[config.mk]
export PLATFORM = sky130hd
export DESIGN_NAME = gs_dac_mixer
export DESIGN_NICKNAME = d
export VERILOG_FILES = /design/src/rtl/gs_dac_mixer.sv
export SDC_FILE = /design/constraint.sdc
export NUM_CORES = 1
export LEC_CHECK = 0
export ABC_CLOCK_PERIOD_IN_PS = 5500
export CORE_MARGIN = 10
export CORE_UTILIZATION = 50
export DETAILED_ROUTE_END_ITERATION = 10
export GPL_TIMING_DRIVEN = 0
export PLACE_DENSITY = 0.67
export RECOVER_POWER = 25
export SYNTH_ARGS = -nofsm -noshare
export SYNTH_HDL_FRONTEND = slang
export SYNTH_SLANG_ARGS = --single-unit
[constraint.sdc]
create_clock -name clk32 -period 5.5 [get_ports clk32]
set_clock_uncertainty 0.2 [all_clocks]
set_input_delay 0.825 -clock clk32 [delete_from_list [all_inputs] [get_ports clk32]]
set_output_delay 0.825 -clock clk32 [all_outputs]
set_load 0.02 [all_outputs]
[src/rtl/gs_dac_mixer.sv]
// General Sound DAC back end: volume-gated first-order sigma-delta modulator per
// channel, plus a stereo mix mode that folds even/odd channels into two bitstreams.
module gs_dac_mixer #(
    parameter int NCH      = 4,
    parameter int DW       = 8,
    parameter int VW       = 6,
    parameter int VOL_STEP = 31,
    parameter int DBUF     = 1
) (
    input  logic                   clk32,
    input  logic                   rst_n,
    input  logic                   smp_we,
    input  logic [$clog2(NCH)-1:0] smp_ch,
    input  logic [DW-1:0]          smp_d,
    input  logic                   vol_we,
    input  logic [$clog2(NCH)-1:0] vol_ch,
    input  logic [VW:0]            vol_d,
    input  logic                   load,
    input  logic                   mode,
    output logic [NCH-1:0]         dac_out,
    output logic                   mix_l,
    output logic                   mix_r
);

    localparam int              SW       = $clog2(NCH / 2);
    localparam int              MW       = DW + SW;
    localparam logic [VW:0]     VOL_FULL = {1'b1, {VW{1'b0}}};
    localparam logic [VW-1:0]   VOL_INC  = VW'(VOL_STEP);

    logic [DW-1:0] r_shadow [NCH];
    logic [DW-1:0] r_active [NCH];
    logic [VW:0]   r_vol    [NCH];
    logic [DW:0]   r_acc    [NCH];
    logic [VW-1:0] r_vol_cnt;
    logic [NCH-1:0] r_vol_en;
    logic          r_mode_q;
    logic [MW:0]   r_mix_l;
    logic [MW:0]   r_mix_r;

    logic [MW-1:0] w_sum_l;
    logic [MW-1:0] w_sum_r;
    logic          w_smp_ok;
    logic          w_vol_ok;

    // Channel indices beyond NCH exist only when NCH is not a power of two.
    assign w_smp_ok = (32'(smp_ch) < 32'(NCH));
    assign w_vol_ok = (32'(vol_ch) < 32'(NCH));

    // NOTE: the sample and volume arrays are a handful of flops, so they take the
    // async reset like the rest of the state; nothing here maps to a RAM macro.
    always_ff @(posedge clk32 or negedge rst_n) begin
        if (!rst_n) begin
            for (int i = 0; i < NCH; i++) begin
                r_shadow[i] <= '0;
                r_active[i] <= '0;
            end
        end else begin
            // NOTE: non-blocking, so a load coinciding with a write copies the old
            // shadow value and the new sample waits for the following load.
            if (DBUF == 0 || load) begin
                for (int i = 0; i < NCH; i++) begin
                    r_active[i] <= r_shadow[i];
                end
            end
            if (smp_we && w_smp_ok) begin
                r_shadow[smp_ch] <= smp_d;
            end
        end
    end

    always_ff @(posedge clk32 or negedge rst_n) begin
        if (!rst_n) begin
            for (int i = 0; i < NCH; i++) begin
                r_vol[i] <= '0;
            end
            r_vol_cnt <= '0;
            r_vol_en  <= '0;
        end else begin
            if (vol_we && w_vol_ok) begin
                r_vol[vol_ch] <= (vol_d > VOL_FULL) ? VOL_FULL : vol_d;
            end
            // Odd step visits every count once per 2^VW cycles, spreading the gate.
            r_vol_cnt <= r_vol_cnt + VOL_INC;
            for (int i = 0; i < NCH; i++) begin
                r_vol_en[i] <= ({1'b0, r_vol_cnt} < r_vol[i]);
            end
        end
    end

    always_ff @(posedge clk32 or negedge rst_n) begin
        if (!rst_n) begin
            for (int i = 0; i < NCH; i++) begin
                r_acc[i] <= '0;
            end
        end else if (!mode) begin
            for (int i = 0; i < NCH; i++) begin
                if (r_vol_en[i]) begin
                    r_acc[i] <= {1'b0, r_acc[i][DW-1:0]} + {1'b0, r_active[i]};
                end else begin
                    r_acc[i][DW] <= 1'b0;
                end
            end
        end
    end

    always_comb begin
        // NOTE: defaults first, so every path assigns the sums and no latch forms.
        w_sum_l = '0;
        w_sum_r = '0;
        for (int i = 0; i < NCH; i++) begin
            if (r_vol_en[i]) begin
                if (i % 2 == 0) begin
                    w_sum_l = w_sum_l + MW'(r_active[i]);
                end else begin
                    w_sum_r = w_sum_r + MW'(r_active[i]);
                end
            end
        end
    end

    always_ff @(posedge clk32 or negedge rst_n) begin
        if (!rst_n) begin
            r_mode_q <= 1'b0;
            r_mix_l  <= '0;
            r_mix_r  <= '0;
        end else begin
            r_mode_q <= mode;
            if (mode && !r_mode_q) begin
                r_mix_l <= '0;
                r_mix_r <= '0;
            end else if (mode) begin
                r_mix_l <= {1'b0, r_mix_l[MW-1:0]} + {1'b0, w_sum_l};
                r_mix_r <= {1'b0, r_mix_r[MW-1:0]} + {1'b0, w_sum_r};
            end else begin
                r_mix_l[MW] <= 1'b0;
                r_mix_r[MW] <= 1'b0;
            end
        end
    end

    always_comb begin
        dac_out = '0;
        for (int i = 0; i < NCH; i++) begin
            if (!mode) begin
                dac_out[i] = r_acc[i][DW];
            end
        end
    end

    assign mix_l = r_mix_l[MW];
    assign mix_r = r_mix_r[MW];

endmodule
==> results of run 1 <==
[power breakdown]
part | leakage (nW) | internal, mW | switching (mW)
registers | 1.95 | 1.49 | 0.231
clock network | 0.301 | 0.737 | 0.513
logic | 2.52 | 1.03 | 1.11
total | 4.77 | 3.26 | 1.86
[cell usage after synthesis, types with 15 or more instances]
| cell type | instances |
|---|---|
| dfrtp_1 | 159 |
| nor2_1 | 25 |
| inv_1 | 77 |
| xor2_1 | 24 |
| nand2_1 | 98 |
| mux2_2 | 68 |
| xnor2_1 | 19 |
| ha_1 | 83 |
| o21ai_0 | 91 |
| a21oi_1 | 31 |
| clkbuf_1 | 21 |
| nor2b_1 | 15 |
[sequential cells by signal, summed over array words and instances (netlist names)]
signal / count
r_mix_r: 10
r_vol_en: 4
r_vol: 28
r_vol_cnt: 6
r_mix_l: 10
r_shadow: 32
r_acc: 36
r_active: 32
r_mode_q: 1
[routing by layer]
metal,part of all wire,global-route usage
met5,0,0
met4,0.014,0.0558
met3,0.041,0.0408
met2,0.47,0.263
met1,0.47,0.225
[per-stage QoR]
stage / hold WS [ns] / area (um2) / utilization
floorplan: 0.231 / 9110 / -
global placement: 0.257 / 9680 / 0.539
detailed placement: 0.265 / 9710 / 0.541
CTS: 0.201 / 10300 / 0.575
global route: 0.296 / 10300 / 0.575
finish: 0.279 / 10300 / 0.575
[critical path, cell delays in order, from the launching register on]
cell	delay, ns
dfrtp_1	0.45
clkbuf_1	0.38
nand2_1	0.19
inv_1	0.14
ha_1	0.24
a21oi_1	0.21
o211ai_1	0.12
a32o_1	0.27
a31oi_1	0.22
and2_1	0.19
o221ai_1	0.20
ha_1	0.37
a21o_1	0.18
o211ai_1	0.24
a211oi_1	0.11
or3b_2	0.44
[logic make-up after synthesis]
| family | count (synthesis) | share of synthesized area |
|---|---|---|
| multiplexers | 68 | 0.0841 |
| adder cells (fa/ha/maj) | 98 | 0.140 |
| XOR/XNOR | 43 | 0.0413 |
| AO/OA/AOI/OAI | 220 | 0.154 |
| flip-flops | 159 | 0.437 |
| buffers and inverters | 102 | 0.0430 |
| AND/OR/NAND/NOR | 194 | 0.102 |
[layout make-up]
type	count	area [um2]	area share
multi-input combinational	623	4740	0.459
buffer	25	103	0.00994
inverter	77	289	0.0280
clock buffer	19	443	0.0429
tap	229	287	0.0278
clock inverter	13	175	0.0170
timing repair buffer	29	308	0.0298
sequential	159	3980	0.385
[how the worst min path moves through the flow]
stage / start / end / slack, ns / cells past startpoint
finish: r_vol[19] / r_vol[19] / 0.28 / 2
global placement: r_vol[0] / r_vol[0] / 0.26 / 2
global route: r_vol[0] / r_vol[0] / 0.30 / 2
detailed placement: r_vol[0] / r_vol[0] / 0.26 / 2
CTS: rst_n / r_mix_r[6] / 0.20 / 1
floorplan: r_vol[27] / r_vol_en[0] / 0.23 / 1
==> out/qor.txt, run 1 <==
first-pass GRT wire length: 32.8 mm
gr ovfl total: 0
Final #Nets: 1,048
Synth cell types: 56
CP Data Arrival Time: 4.38 ns
FILL cells: 1,553
Worst Setup EP: r_mix_l[8]
failing checks: max-capacitance violations, max-slew violations
Power, Total: 5.11 mW
Clk Latency, worst-skew pair: 0.43 ns
Crit Path Max Fanout: 10
fin cells: 1,174
Area Overhead vs Synth: 13.3%
CP required: 5.60 ns
Max-cap violations: 1
commonest non-fill, non-tap cell in the layout: dfrtp_1
Synth Warn #: 0
Vias per Instance: 5.52
All-Layer GR Usage: 0.169
Crit Path Category: reg2reg
Die Wd: 155 um
vias in the first global route: 6,432
most frequent cells in the layout: dfrtp_1 (159), nand2_1 (98), o21ai_0 (91), ha_1 (83), inv_1 (77)
placed cell count: 1,142
Max Root-Sink Buffers: 2
r2r setup slk: 1.23 ns
Avg WL per Cell: 16.5 um
Tcrit/Tclk final: 0.777
number of DRC markers in iteration 0: 291
die area: 24,000 um2
Via Count: 6,476
num rows: 49
final setup vio count: 0
Setup WS pre-CTS: 1.31 ns
Fmax achieved: 234 MHz
Max IR drop VDD: 0.335 mV
final hold viol count: 0
relative slew slack: -1.47
Worst setup EP type: flop
largest net degree at the start of global routing: 83
CTS sink count: 159
Post-Syn Nets: 1,000
CTS resizes: 0
leak pwr: 4.77 nW
worst r2r src: r_vol_en[0]
Seq/Total Area, Yosys: 0.437
Hold Crit Class: reg2reg
root buffer cell: clkbuf_16
status: complete, but fails checks
Worst Setup SP: r_vol_en[0]
Antenna Nets Post-Route: 0
CORE AREA: 18,000 um2
Synth area leader: dfrtp_1
Min Clock Period, post-route: 4.27 ns
CP startpoint kind: flop
TritonRoute pass-1 iters: 4
Pwr Density: 495 nW/um2
number of flops mapped to enable cells by yosys: 0
Synth top area share: 0.437
Max Slew Vio Count: 78
antenna violations before repair: 0
dominant cells by area after synthesis: dfrtp_1 (44%), ha_1 (11%), mux2_2 (8.4%), o21ai_0 (5.0%), nand2_1 (4.0%)
cts hold-fix bufs: 0
Async SR Flop Fraction: 1.00
layout cell share with drive strength beyond 1: 0.127
GPL Wtd Cong: 0.841
measured slew at the worst slew-check pin: 3.70 ns
setup bufs post-CTS: 0
IO buf count: 28
Initial Util: 0.507
reg2reg path depth: 15
Primary FF master, synth: dfrtp_1
Cell Area, Synth: 9110 um2
I/O Pins: 31
Max H-tree Level: 4
final setup margin: 1.23 ns
post-synthesis register bit count: 159
Setup TNS Final: 0 ns
RSZ-0062 raised after global routing: false
post-synthesis cell count: 884
syn_area_per_cell: 10.3 um2
RR Endpoint: r_mix_l[8]
Num CTS Buffers: 17
DR DRC count: 0
clock-pin slew on the worst setup and hold paths: 0.07 ns
CTS tree: yes
drt total wl: 19.3 mm
Ant. Diodes: 0
Die Ht: 155 um
HPWL after detailed placement: 14.2 mm
No activity file was read; power rests on OpenSTA's default activity.
==> inputs of run 2 (changes only) <==
--- a/config.mk
+++ b/config.mk
@@ -5,7 +5,7 @@
 export SDC_FILE = /design/constraint.sdc
 export NUM_CORES = 1
 export LEC_CHECK = 0
-export ABC_CLOCK_PERIOD_IN_PS = 5500
+export ABC_CLOCK_PERIOD_IN_PS = 4100
 export CORE_MARGIN = 10
 export CORE_UTILIZATION = 50
 export DETAILED_ROUTE_END_ITERATION = 10
==> constraint.sdc (replaced) <==
create_clock -name clk32 -period 4.1 [get_ports clk32]
set_clock_uncertainty 0.2 [all_clocks]
set_input_delay 0.615 -clock clk32 [delete_from_list [all_inputs] [get_ports clk32]]
set_output_delay 0.615 -clock clk32 [all_outputs]
set_load 0.02 [all_outputs]
==> run 2 against run 1 <==
  * Critical path depth is the same
  * Routed wire length grew 1.5%
  * Flip-flop and latch count is the same
  * Sequential power grew 35%
  * Via count grew 0.51%
  * Final area grew 1.6%
  * Largest power group unchanged
  * Count of clock-buffer cells in the layout is the same
  * First-iteration DRC count shrank 1.4%
  * The run still ends with max-capacitance violations, max-slew violations left
==> out/qor.txt, run 2 (synthesized netlist as in run 1, its figures left out) <==
Final #Nets: 1,054 (+0.57%)
Fmax achieved: 254 MHz (+8.4%)
root buffer cell: clkbuf_16
clock-pin slew on the worst setup and hold paths: 0.07 ns (about the same)
CP startpoint kind: flop
Die Ht: 155 um (unchanged)
Flop pwr share: 0.330 (-0.007)
Die Wd: 155 um (unchanged)
Area Overhead vs Synth: 15.1%
Setup TNS Final: 0 ns (unchanged)
Clk Latency, worst-skew pair: 0.43 ns (about the same)
hold endpoint: r_vol[19]
TritonRoute pass-1 iters: 4 (unchanged)
Reg with most FFs: r_acc
Max-cap violations: 1 (unchanged)
HP Start: r_vol[19]
failing checks: max-capacitance violations, max-slew violations
CP required: 4.20 ns (-1.40 ns)
RR Endpoint: r_mix_l[8]
GPL Wtd Cong: 0.841 (unchanged)
worst r2r src: r_vol_en[0]
Antenna Nets Post-Route: 0 (unchanged)
Max Root-Sink Buffers: 2 (unchanged)
Internal: 4.46 mW (+37%)
Vias per Instance: 5.52 (about the same)
CORE AREA: 18,000 um2 (unchanged)
Avg WL per Cell: 16.6 um (+0.96%)
Layout Utilization: 0.584 (+0.00912)
Num CTS Buffers: 17 (unchanged)
Worst setup EP type: flop
Initial Util: 0.507 (unchanged)
die area: 24,000 um2 (unchanged)
I/O Pins: 31 (unchanged)
CTS sink count: 159 (unchanged)
gr ovfl total: 0 (unchanged)
NetSw: 2.56 mW (+38%)
Pwr Density: 670 nW/um2 (+35%)
Largest register FFs: 36 (unchanged)
Tcrit/Tclk final: 0.962 (+0.184)
r2r setup slk: 0.16 ns (-1.07 ns)
most frequent cells in the layout: dfrtp_1 (158), nand2_1 (96), o21ai_0 (91), ha_1 (79), inv_1 (76)
Clk pwr share: 0.239 (-0.005)
drt total wl: 19.6 mm (+1.5%)
final hold viol count: 0 (unchanged)
FILL cells: 1,522 (-2.0%)
commonest non-fill, non-tap cell in the layout: dfrtp_1
Min Clock Period, post-route: 3.94 ns (-0.332 ns)
switching share of power: 0.365 (+0.00197)
Crit Path Max Fanout: 10 (unchanged)
reg2reg path depth: 15 (unchanged)
number of DRC markers in iteration 0: 287 (-1.4%)
Via Count: 6,509 (+0.51%)
Ant. Diodes: 0 (unchanged)
hold path cells: 2 (unchanged)
status: complete, but fails checks
final setup vio count: 0 (unchanged)
Max Slew Vio Count: 78 (unchanged)
Logic pwr share: 0.431 (+0.012)
first-pass GRT wire length: 32.8 mm (about the same)
num rows: 49 (unchanged)
measured slew at the worst slew-check pin: 1.99 ns (-1.71 ns)
antenna violations before repair: 0 (unchanged)
fin cells: 1,180 (+0.51%)
largest registers: r_acc (36), r_active (32), r_shadow (32)
CTS tree: yes
Max H-tree Level: 4 (unchanged)
placed cell count: 1,142 (unchanged)
Max IR drop VDD: 0.518 mV (+55%)
DR DRC count: 0 (unchanged)
relative slew slack: -0.326 (+1.14)
layout cell share with drive strength beyond 1: 0.157 (+0.0297)
HPWL after detailed placement: 14.2 mm (unchanged)
All-Layer GR Usage: 0.169 (about the same)
final hold slack: 0.278 ns (-0.00121 ns)
CP Data Arrival Time: 4.05 ns (-0.33 ns)
vias in the first global route: 6,434 (+0.031%)
Crit Path Category: reg2reg
IO buf count: 28 (unchanged)
Power, Total: 7.02 mW (+37%)
largest net degree at the start of global routing: 83 (unchanged)
RSZ-0062 raised after global routing: true
Hold Crit Class: reg2reg
leak pwr: 4.81 nW (+0.88%)
-- run 2: critical path: stages (launching register included) --
cell,delay [ns]
dfrtp_2,0.44
clkbuf_4,0.20
nand2_1,0.14
inv_1,0.10
ha_1,0.29
a21oi_2,0.16
o211ai_1,0.11
a32o_1,0.30
a31oi_2,0.21
and2_4,0.19
o221ai_2,0.13
ha_1,0.35
a21o_1,0.18
o211ai_1,0.25
a211oi_1,0.11
or3b_2,0.44
-- run 2: repair_timing --
action	in CTS	in global routing
hold buffers	1	0
pin swaps	2	17
buffers inserted	1	4
hold endpoints to repair	35	0
gates resized for setup	2	27
setup endpoints to repair	3	6
-- run 2: final cells by class --
class | instances | area [um2] | share of cell area
Timing Repair Buffer | 35 | 350 | 0.0334
Sequential cell | 159 | 3980 | 0.380
Inverter | 77 | 289 | 0.0276
Clock buffer | 19 | 443 | 0.0422
Buffer | 25 | 106 | 0.0101
Tap cell | 229 | 287 | 0.0273
Clock inverter | 13 | 175 | 0.0167
Multi-Input combinational cell | 623 | 4860 | 0.463
-- run 2: worst max path at each step --
stage                            from          to  cells past startpoint
after floorplan           r_vol_en[1]  r_mix_r[8]                     15
after global placement          rst_n   r_vol[27]                      1
after detailed placement  r_vol_en[0]  r_mix_l[8]                     15
after CTS                 r_vol_en[1]  r_mix_r[8]                     15
after global routing      r_vol_en[0]  r_mix_l[8]                     15
final                     r_vol_en[0]  r_mix_l[8]                     15
-- run 2: power groups by stage --
stage | registers [mW] | clock network, mW | logic (mW)
3_3_place_gp | 2.33 | 0 | 2.78
5_1_grt | 2.37 | 1.78 | 3.48
4_1_cts | 2.31 | 1.71 | 2.90
6_report | 2.32 | 1.68 | 3.03
2_1_floorplan | 2.23 | 0 | 2.33
3_5_place_dp | 2.34 | 0 | 2.86
-- run 2: layer usage --
metal  global-route usage  vias to the layer above  routed length, um
met5                    0                        -                  0
met4               0.0558                        0                301
met3               0.0408                       24                728
met2                0.263                       88               9300
met1                0.225                     3175               9300
li1                     -                     3222                  -
-- run 2: metrics by stage --
stage	cell area [um2]	worst slack, ns
6_report	10500	0.157
5_1_grt	10500	-0.0379
4_1_cts	10400	0.0172
3_5_place_dp	9710	-0.0905
3_3_place_gp	9680	-4.52
2_1_floorplan	9110	0.321
